### src/rtl/rv32i_types.sv
// Shared RV32I pipeline types: fetch FSM encoding and the NOP word.
// Imported by fetch_stage and pc_reg; IF/ID uses the same NOP constant.
package rv32i_types;

  typedef enum logic [1:0] {
    IDLE  = 2'd0,
    FETCH = 2'd1,
    HOLD  = 2'd2
  } fetch_state_t;

  // addi x0, x0, 0
  localparam logic [31:0] NOP_INSTR = 32'h0000_0013;

  function automatic logic [31:0] word_align(input logic [31:0] a);
    return a & ~32'h3;
  endfunction

endpackage

### src/rtl/fetch_stage_pc_reg.sv
// 32-bit load-enabled register with async active-high reset to RESET_VAL.
// Ports: clk, rst, en (load), d (next value), q (current value).
module pc_reg
  import rv32i_types::*;
#(
  parameter logic [31:0] RESET_VAL = 32'h0
) (
  input  logic        clk,
  input  logic        rst,
  input  logic        en,
  input  logic [31:0] d,
  output logic [31:0] q
);

  always_ff @(posedge clk or posedge rst) begin
    if (rst) begin
      q <= RESET_VAL;
    end else if (en) begin
      q <= d;
    end
  end

endmodule

### src/rtl/fetch_stage.sv
// RV32I fetch stage: owns the PC, runs the imem read handshake, feeds IF/ID.
// Ports: clk/rst, stall_in, redirect(+target), imem_* handshake, ifid_en/flush, pc/instr out.
module fetch_stage
  import rv32i_types::*;
#(
  parameter logic [31:0] RESET_PC = 32'h60
) (
  input  logic        clk,
  input  logic        rst,
  input  logic        stall_in,
  input  logic        redirect,
  input  logic [31:0] redirect_target,
  output logic        imem_read,
  output logic [31:0] imem_address,
  input  logic        imem_resp,
  input  logic [31:0] imem_rdata,
  output logic        ifid_en,
  output logic        ifid_flush,
  output logic [31:0] pc_out,
  output logic [31:0] pc_plus4_out,
  output logic [31:0] instr_out
);

  fetch_state_t state, state_next;

  logic [31:0] pc;
  logic [31:0] pc_next;
  logic        pc_load;
  logic [31:0] pc_plus4;
  logic [31:0] tgt;

  logic [31:0] hold_buf;
  logic        hold_load;
  logic        squash, squash_next;
  logic [31:0] squash_target, squash_target_next;

  logic        in_fetch, in_hold;
  logic        instr_valid;

  assign tgt      = word_align(redirect_target);
  assign pc_plus4 = pc + 32'd4;
  assign in_fetch = (state == FETCH);
  assign in_hold  = (state == HOLD);

  assign instr_valid = (in_fetch & imem_resp & ~squash & ~redirect)
                     | (in_hold & ~redirect);

  assign ifid_en    = ~stall_in | redirect;
  assign ifid_flush = ifid_en & (redirect | ~instr_valid);

  assign imem_read    = in_fetch;
  assign imem_address = pc;
  assign pc_out       = pc;
  assign pc_plus4_out = pc_plus4;
  assign instr_out    = in_hold ? hold_buf : imem_rdata;

  pc_reg #(
    .RESET_VAL(RESET_PC)
  ) u_pc (
    .clk(clk),
    .rst(rst),
    .en (pc_load),
    .d  (pc_next),
    .q  (pc)
  );

  always_ff @(posedge clk or posedge rst) begin
    if (rst) begin
      state         <= IDLE;
      hold_buf      <= NOP_INSTR;
      squash        <= 1'b0;
      squash_target <= 32'h0;
    end else begin
      state         <= state_next;
      squash        <= squash_next;
      squash_target <= squash_target_next;
      if (hold_load) begin
        hold_buf <= imem_rdata;
      end
    end
  end

  always_comb begin
    state_next         = state;
    pc_load            = 1'b0;
    pc_next            = pc;
    hold_load          = 1'b0;
    squash_next        = squash;
    squash_target_next = squash_target;
    unique case (state)
      IDLE: begin
        state_next = FETCH;
      end
      FETCH: begin
        if (imem_resp) begin
          if (redirect) begin
            pc_load     = 1'b1;
            pc_next     = tgt;
            squash_next = 1'b0;
          end else if (squash) begin
            pc_load     = 1'b1;
            pc_next     = squash_target;
            squash_next = 1'b0;
          end else if (stall_in) begin
            hold_load  = 1'b1;
            state_next = HOLD;
          end else begin
            pc_load = 1'b1;
            pc_next = pc_plus4;
          end
        end else if (redirect) begin
          // Address must stay put until the response; remember where to go.
          squash_next        = 1'b1;
          squash_target_next = tgt;
        end
      end
      HOLD: begin
        if (redirect) begin
          pc_load    = 1'b1;
          pc_next    = tgt;
          state_next = FETCH;
        end else if (!stall_in) begin
          pc_load    = 1'b1;
          pc_next    = pc_plus4;
          state_next = FETCH;
        end
      end
      default: begin
        state_next = IDLE;
      end
    endcase
  end

endmodule

### config.mk
export PLATFORM = sky130hd
export DESIGN_NAME = fetch_stage
export DESIGN_NICKNAME = d
export VERILOG_FILES = /design/src/rtl/rv32i_types.sv /design/src/rtl/fetch_stage_pc_reg.sv /design/src/rtl/fetch_stage.sv
export SDC_FILE = /design/constraint.sdc
export NUM_CORES = 1
export LEC_CHECK = 0
export ABC_AREA = 1
export BUFFER_PORTS_ARGS = -buffer_cell sky130_fd_sc_hd__buf_2
export CORE_MARGIN = 2
export CORE_UTILIZATION = 40
export CTS_CLUSTER_SIZE = 16
export DETAILED_ROUTE_END_ITERATION = 6
export PLACE_DENSITY = 0.65
export SLEW_MARGIN = 25
export SYNTH_ARGS = -nofsm -noshare
export SYNTH_HDL_FRONTEND = slang
export SYNTH_SLANG_ARGS = --single-unit
### constraint.sdc
create_clock -name clk -period 4.8 [get_ports clk]
set_input_delay 0.48 -clock clk [delete_from_list [all_inputs] [get_ports clk]]
set_output_delay 0.48 -clock clk [all_outputs]
set_load 0.02 [all_outputs]
==> results.json, run 1 <==
{
  "outcome": "finished clean",
  "h-tree-depth": 3,
  "worst_slew_pin_slew_ns": 0.873,
  "yosysUniqueCellTypes": 33,
  "vdd_ir_drop_max_uv": 274,
  "startpoint": "state[0]",
  "rows": 45,
  "initial_utilization": 0.409,
  "fp.coreArea_mm2": 0.0153,
  "first_iter_violations": 382,
  "final_net_count": 1173,
  "cts_num_sinks": 95,
  "dieArea_mm2": 0.0166,
  "area_growth_pct": 19.3,
  "fin_area_mm2": 0.00745,
  "utilization": 0.489,
  "crit_fanout": 68,
  "slowest_stage": "nor2_2",
  "final_common_cell": "nand2_1",
  "fin_cells": 1319,
  "slowest_delay_ns": 0.49,
  "grt_setup_unrepaired": "no",
  "yosys_register_bits": 95,
  "fmax_mhz": 353,
  "ys_warn_count": 0,
  "syn-cell-area_mm2": 0.00625,
  "hold_buffers": 0,
  "syn_avg_cell_area_um2": 6.49,
  "synth-main-ff-cell": "dfrtp_1",
  "p_per_area_mw_per_mm2": 677,
  "layout_common_cells": "374 x nand2_1, 191 x buf_2, 132 x o21ai_0",
  "synth_edf_count": 0,
  "path_common_cell": "nand2_1",
  "place_inst": 1299,
  "die_w_um": 129,
  "grtUsageTotal": 0.215,
  "io_pins": 200,
  "drv_cap": 0,
  "worst-setup-path-type": "reg2reg",
  "hold_viol_final": 0,
  "cp-start-kind": "flip-flop",
  "cts_tree": "done",
  "end_kind": "flip-flop",
  "fin_skew_ns": 0.00843,
  "viasPerCell": 4.76,
  "first_pass_iters": 5,
  "worstReg2RegStart": "state[0]",
  "cp.required_ns": 5.08,
  "vias": 6278,
  "grt_max_degree": 69,
  "synthArstFlopShare": 1.00,
  "clk_root_buffer_cell": "clkbuf_16",
  "syn_inst": 963,
  "fin_setup_tns_ns": 0,
  "drc_errors": 0,
  "layout_setup_ws_ns": 1.97,
  "drv_slew": 0,
  "p_total_mw": 5.05,
  "holdWs_ns": 0.278,
  "placed_area_mm2": 0.00709,
  "dpl.hpwl_mm": 12.1,
  "antenna_left": 0,
  "post-route-min-period_ns": 2.83,
  "cts_made_buffers": 9,
  "grt_pass1_wl_mm": 28.4,
  "cts-resized-gates": 0,
  "insertion_delay_ns": 0.35,
  "ctsLongestPathBuffers": 2,
  "setup_violations": 0,
  "rrSetupSlack_ns": 1.97,
  "min_path_type": "in2async",
  "postCtsSetupRepairBufs": 0,
  "grt-ovfl-total": 0,
  "synth_seq_area_share": 0.382,
  "p_leak_nw": 4.16,
  "slew_headroom": 0.418,
  "io_buffers": 191,
  "period_share": 0.590,
  "dp_slack_ns": 1.88,
  "drt-wirelength-per-cell_um": 13.3,
  "grt_pass1_vias": 5632,
  "worstPathArrival_ns": 3.11,
  "cts.clk_slew.worst_paths_ns": 0.07,
  "gp_congestion": 0.885,
  "drive_gt1_frac": 0.216,
  "antenna_found_initial": 6,
  "fp.dieH_um": 129,
  "drt-total-wl_mm": 17.5,
  "crit_chain": "inv_1 -> ha_2 -> buf_4 -> a22oi_1 -> nor2_2 -> inv_2 -> a21oi_1 -> nand2_1 -> nand2_1"
}
[where the power goes]
group	switching [mW]	leakage [nW]	internal (mW)
Sequential	0.413	1.19	1.20
Clock	0.329	0.173	0.528
Combinational	1.73	2.80	0.844
Total	2.47	4.16	2.58
[per-layer routing]
layer | vias to the layer above | track usage | routed length (µm)
li1 | 3211 | - | -
met3 | 15 | 0.0607 | 1430
met5 | - | 0 | 21
met4 | 4 | 0.0486 | 175
met1 | 2830 | 0.285 | 7910
met2 | 218 | 0.352 | 7960
[Yosys cell counts, types with 2 or more instances]
library cell  count  share of area
dfstp_2           5          0.021
inv_2             4         0.0024
nand2_2           2         0.0020
o211ai_1          5         0.0060
nand3b_1          2         0.0024
nor2_1           39          0.023
nand3_1          39          0.031
clkbuf_1         27          0.016
nand2_1         374           0.22
buf_1             5         0.0030
xnor2_1           5         0.0070
a21oi_1          28          0.022
o21ai_0         132           0.11
buf_2             6         0.0048
o21bai_1          5         0.0060
o21ai_1           6         0.0048
buf_4            39          0.047
and2_1            2         0.0020
nor2_2            7         0.0070
nor2_4            3         0.0054
inv_1           123          0.074
ha_1              5          0.010
dfrtp_1          90           0.36
[flip-flops by register name (all words and copies together) (netlist names)]
name	flops
state	2
u_pc.q	30
squash_target	30
hold_buf	32
squash	1
[critical path, delay by kind of cell, from the launching register on]
kind	cells	cell delay [ns]
fa+ha+maj	1	0.17
buf+inv	3	1.07
simple gates	3	0.62
flops	1	0.40
compound gates	2	0.45
[final cells by class]
cell class                      instances  area [µm²]
Inverter                              128         483
Multi-Input combinational cell        667        2950
Tap cell                              211         264
Clock inverter                          6         116
Fill cell                            1621        7800
Antenna cell                            4        10.0
Timing Repair Buffer                  198        1010
Clock buffer                           10         239
Sequential cell                        95        2380
[logic make-up after synthesis]
family,count (synthesis),share of synthesized area
xor+xnor,6,0.00841
buf+inv,206,0.150
other cells,1,0.000600
simple gates,470,0.300
compound gates,180,0.150
flops,95,0.382
fa+ha+maj,5,0.0100
[path summary, 6_finish.rpt]
kind,end,cells after the start
min reg2reg,squash_target[11],2
max,u_pc.q[29],9
max reg2reg,u_pc.q[29],9
min,squash_target[22],2
max in group asynchronous,hold_buf[4],3
min in group clk,squash_target[16],3
Power figures use the tool's default switching activity.
==> run 2: changes to the inputs <==
--- a/config.mk
+++ b/config.mk
@@ -11,7 +11,7 @@
 export CORE_UTILIZATION = 40
 export CTS_CLUSTER_SIZE = 16
 export DETAILED_ROUTE_END_ITERATION = 6
-export PLACE_DENSITY = 0.65
+export PLACE_DENSITY = 0.68
 export SLEW_MARGIN = 25
 export SYNTH_ARGS = -nofsm -noshare
 export SYNTH_HDL_FRONTEND = slang
==> constraint.sdc (replaced) <==
create_clock -name clk -period 2.47 [get_ports clk]
set_input_delay 0.247 -clock clk [delete_from_list [all_inputs] [get_ports clk]]
set_output_delay 0.247 -clock clk [all_outputs]
set_load 0.02 [all_outputs]
==> run 2 against run 1 <==
Sequential share of layout area shrank 0.19 points. Combinational power is 98% higher. Total power up 94%. Sequential power up 93%. Clock skew is 0.0016 ns higher. Via count up 0.13%. Core utilization is 0.31 points higher. Setup slack worse by 1.8 ns. Count of clock-buffer cells in the layout increased by 1. First-iteration DRC count down 0.79%.
==> results.json, run 2 (same netlist as run 1, synthesis figures left out) <==
{
  "outcome": "finished clean",
  "reg2regPathDepth": 12,
  "drv_slew": 0,
  "dieArea_mm2": 0.0166,
  "fin_setup_tns_ns": 0,
  "dp_slack_ns": 0.293,
  "grt-ovfl-total": 0,
  "cts_num_sinks": 95,
  "cts_tree": "done",
  "cp.required_ns": 2.22,
  "drt-total-wl_mm": 17.4,
  "startpoint": "u_pc.q[2]",
  "clk_root_buffer_cell": "clkbuf_16",
  "io_pins": 200,
  "fp.coreArea_mm2": 0.0153,
  "route.met3.wl_mm": 1.29,
  "insertion_delay_ns": 0.35,
  "cts_made_buffers": 9,
  "largest_reg_flops": 32,
  "period_share": 0.928,
  "first_iter_violations": 379,
  "gp_congestion": 0.877,
  "fin_skew_ns": 0.0100,
  "drive_gt1_frac": 0.223,
  "rows": 45,
  "worst_slew_pin_slew_ns": 0.582,
  "fp.dieH_um": 129,
  "end_kind": "output pin",
  "reg.largest.list": "hold_buf x32, squash_target x30, u_pc.q x30",
  "power_frac_clock": 0.160,
  "layout_common_cells": "374 x nand2_1, 191 x buf_2, 132 x o21ai_0",
  "first_pass_iters": 6,
  "fin_cells": 1322,
  "switching_share": 0.491,
  "hold_viol_final": 0,
  "io_buffers": 191,
  "area_growth_pct": 20.1,
  "worst-setup-path-type": "reg2out",
  "worstReg2RegStart": "state[1]",
  "final_common_cell": "nand2_1",
  "wl_met2_mm": 7.81,
  "cts.clk_slew.worst_paths_ns": 0.07,
  "viasPerCell": 4.75,
  "setup_violations": 0,
  "grt_max_degree": 96,
  "h-tree-depth": 3,
  "dpl.hpwl_mm": 12.2,
  "ctsLongestPathBuffers": 2,
  "power_frac_comb": 0.521,
  "grtUsageTotal": 0.215,
  "die_w_um": 129,
  "vias": 6286,
  "p_int_mw": 4.98,
  "wl_met1_mm": 7.92,
  "num-fill-cells": 1590,
  "reg2reg_to": "u_pc.q[30]",
  "drt-wirelength-per-cell_um": 13.2,
  "rrSetupSlack_ns": 0.43,
  "vdd_ir_drop_max_uv": 521,
  "drv_cap": 0,
  "antenna_found_initial": 4,
  "min_path_type": "in2async",
  "drc_errors": 0,
  "post-route-min-period_ns": 2.29,
  "crit_end": "pc_plus4_out[20]",
  "place_inst": 1304,
  "regMostFlops": "hold_buf",
  "grt_setup_unrepaired": "yes",
  "grt_pass1_wl_mm": 28.5,
  "cp-start-kind": "flip-flop",
  "antenna_left": 0,
  "initial_utilization": 0.409,
  "final_net_count": 1178,
  "worstPathArrival_ns": 2.04,
  "fmax_mhz": 436,
  "p_leak_nw": 4.18,
  "layout_setup_ws_ns": 0.178,
  "power_frac_seq": 0.319,
  "p_per_area_mw_per_mm2": 1300,
  "slew_headroom": 0.612,
  "grt_pass1_vias": 5784,
  "top_layer": "met5",
  "p_switching_mw": 4.79,
  "crit_fanout": 7
}
==> run 2: cell count changes in the layout (fill, tap and decap cells not counted), moves of 2 or more <==
cell	previous run	this run
clkinv_4	2	0
buf_4	7	10
clkinvlp_4	0	3
nor2_1	39	37
buf_12	0	2
diode_2	4	2
==> run 2: routing by layer <==
metal,up-vias,global-route usage
met4,2,0.0793
met5,-,0
met1,2806,0.290
li1,3221,-
met2,226,0.339
met3,31,0.0511
==> run 2: worst min path at each step <==
| stage | start | to | slack, ns | cells after the start |
|---|---|---|---|---|
| global route | rst | squash | 0.10 | 3 |
| detailed placement | rst | squash | 0.45 | 3 |
| global placement | rst | hold_buf[8] | 0.44 | 3 |
| floorplan | redirect_target[4] | squash_target[4] | 0.36 | 2 |
| CTS | rst | squash | 0.08 | 3 |
| finish | rst | squash | 0.05 | 3 |
==> run 2: what timing repair did <==
item / in CTS / in global routing
setup buffers: 0 / 0
gates resized for setup: 0 / 4
hold endpoints to repair: 0 / 0
hold buffers: 0 / 0
setup endpoints to repair: 0 / 12
==> run 2: per-stage QoR <==
stage | area (µm²) | utilization | hold WS, ns | power [mW]
CTS | 7490 | 0.491 | 0.0781 | 9.83
global route | 7500 | 0.491 | 0.102 | 10.6
global placement | 7150 | 0.469 | 0.443 | 8.13
detailed placement | 7150 | 0.469 | 0.454 | 8.24
finish | 7500 | 0.492 | 0.0521 | 9.77
floorplan | 6270 | - | 0.364 | 6.85
==> run 2: power groups by stage <==
stage	clock, mW	combinational, mW	sequential [mW]
floorplan	0	3.67	3.18
global placement	0	5.02	3.12
detailed placement	0	5.11	3.13
CTS	1.60	5.12	3.11
global route	1.66	5.75	3.24
finish	1.56	5.09	3.12
==> run 2: layout make-up <==
cell class | count | area, µm² | share of cell area
timing repair buffer | 203 | 1070 | 0.143
tap | 211 | 264 | 0.0352
sequential | 95 | 2380 | 0.318
clock inverter | 5 | 80.1 | 0.0107
inverter | 128 | 484 | 0.0645
antenna | 2 | 5.00 | 0.000667
multi-input combinational | 667 | 2960 | 0.395
clock buffer | 11 | 253 | 0.0337
==> run 2: critical path: stages (launching register included) <==
cell      delay, ns
dfrtp_1        0.41
ha_1           0.21
nand2_1        0.09
nor2_2         0.19
nand2_2        0.17
nor2_2         0.23
nand3b_1       0.14
nand2_1        0.10
buf_2          0.16
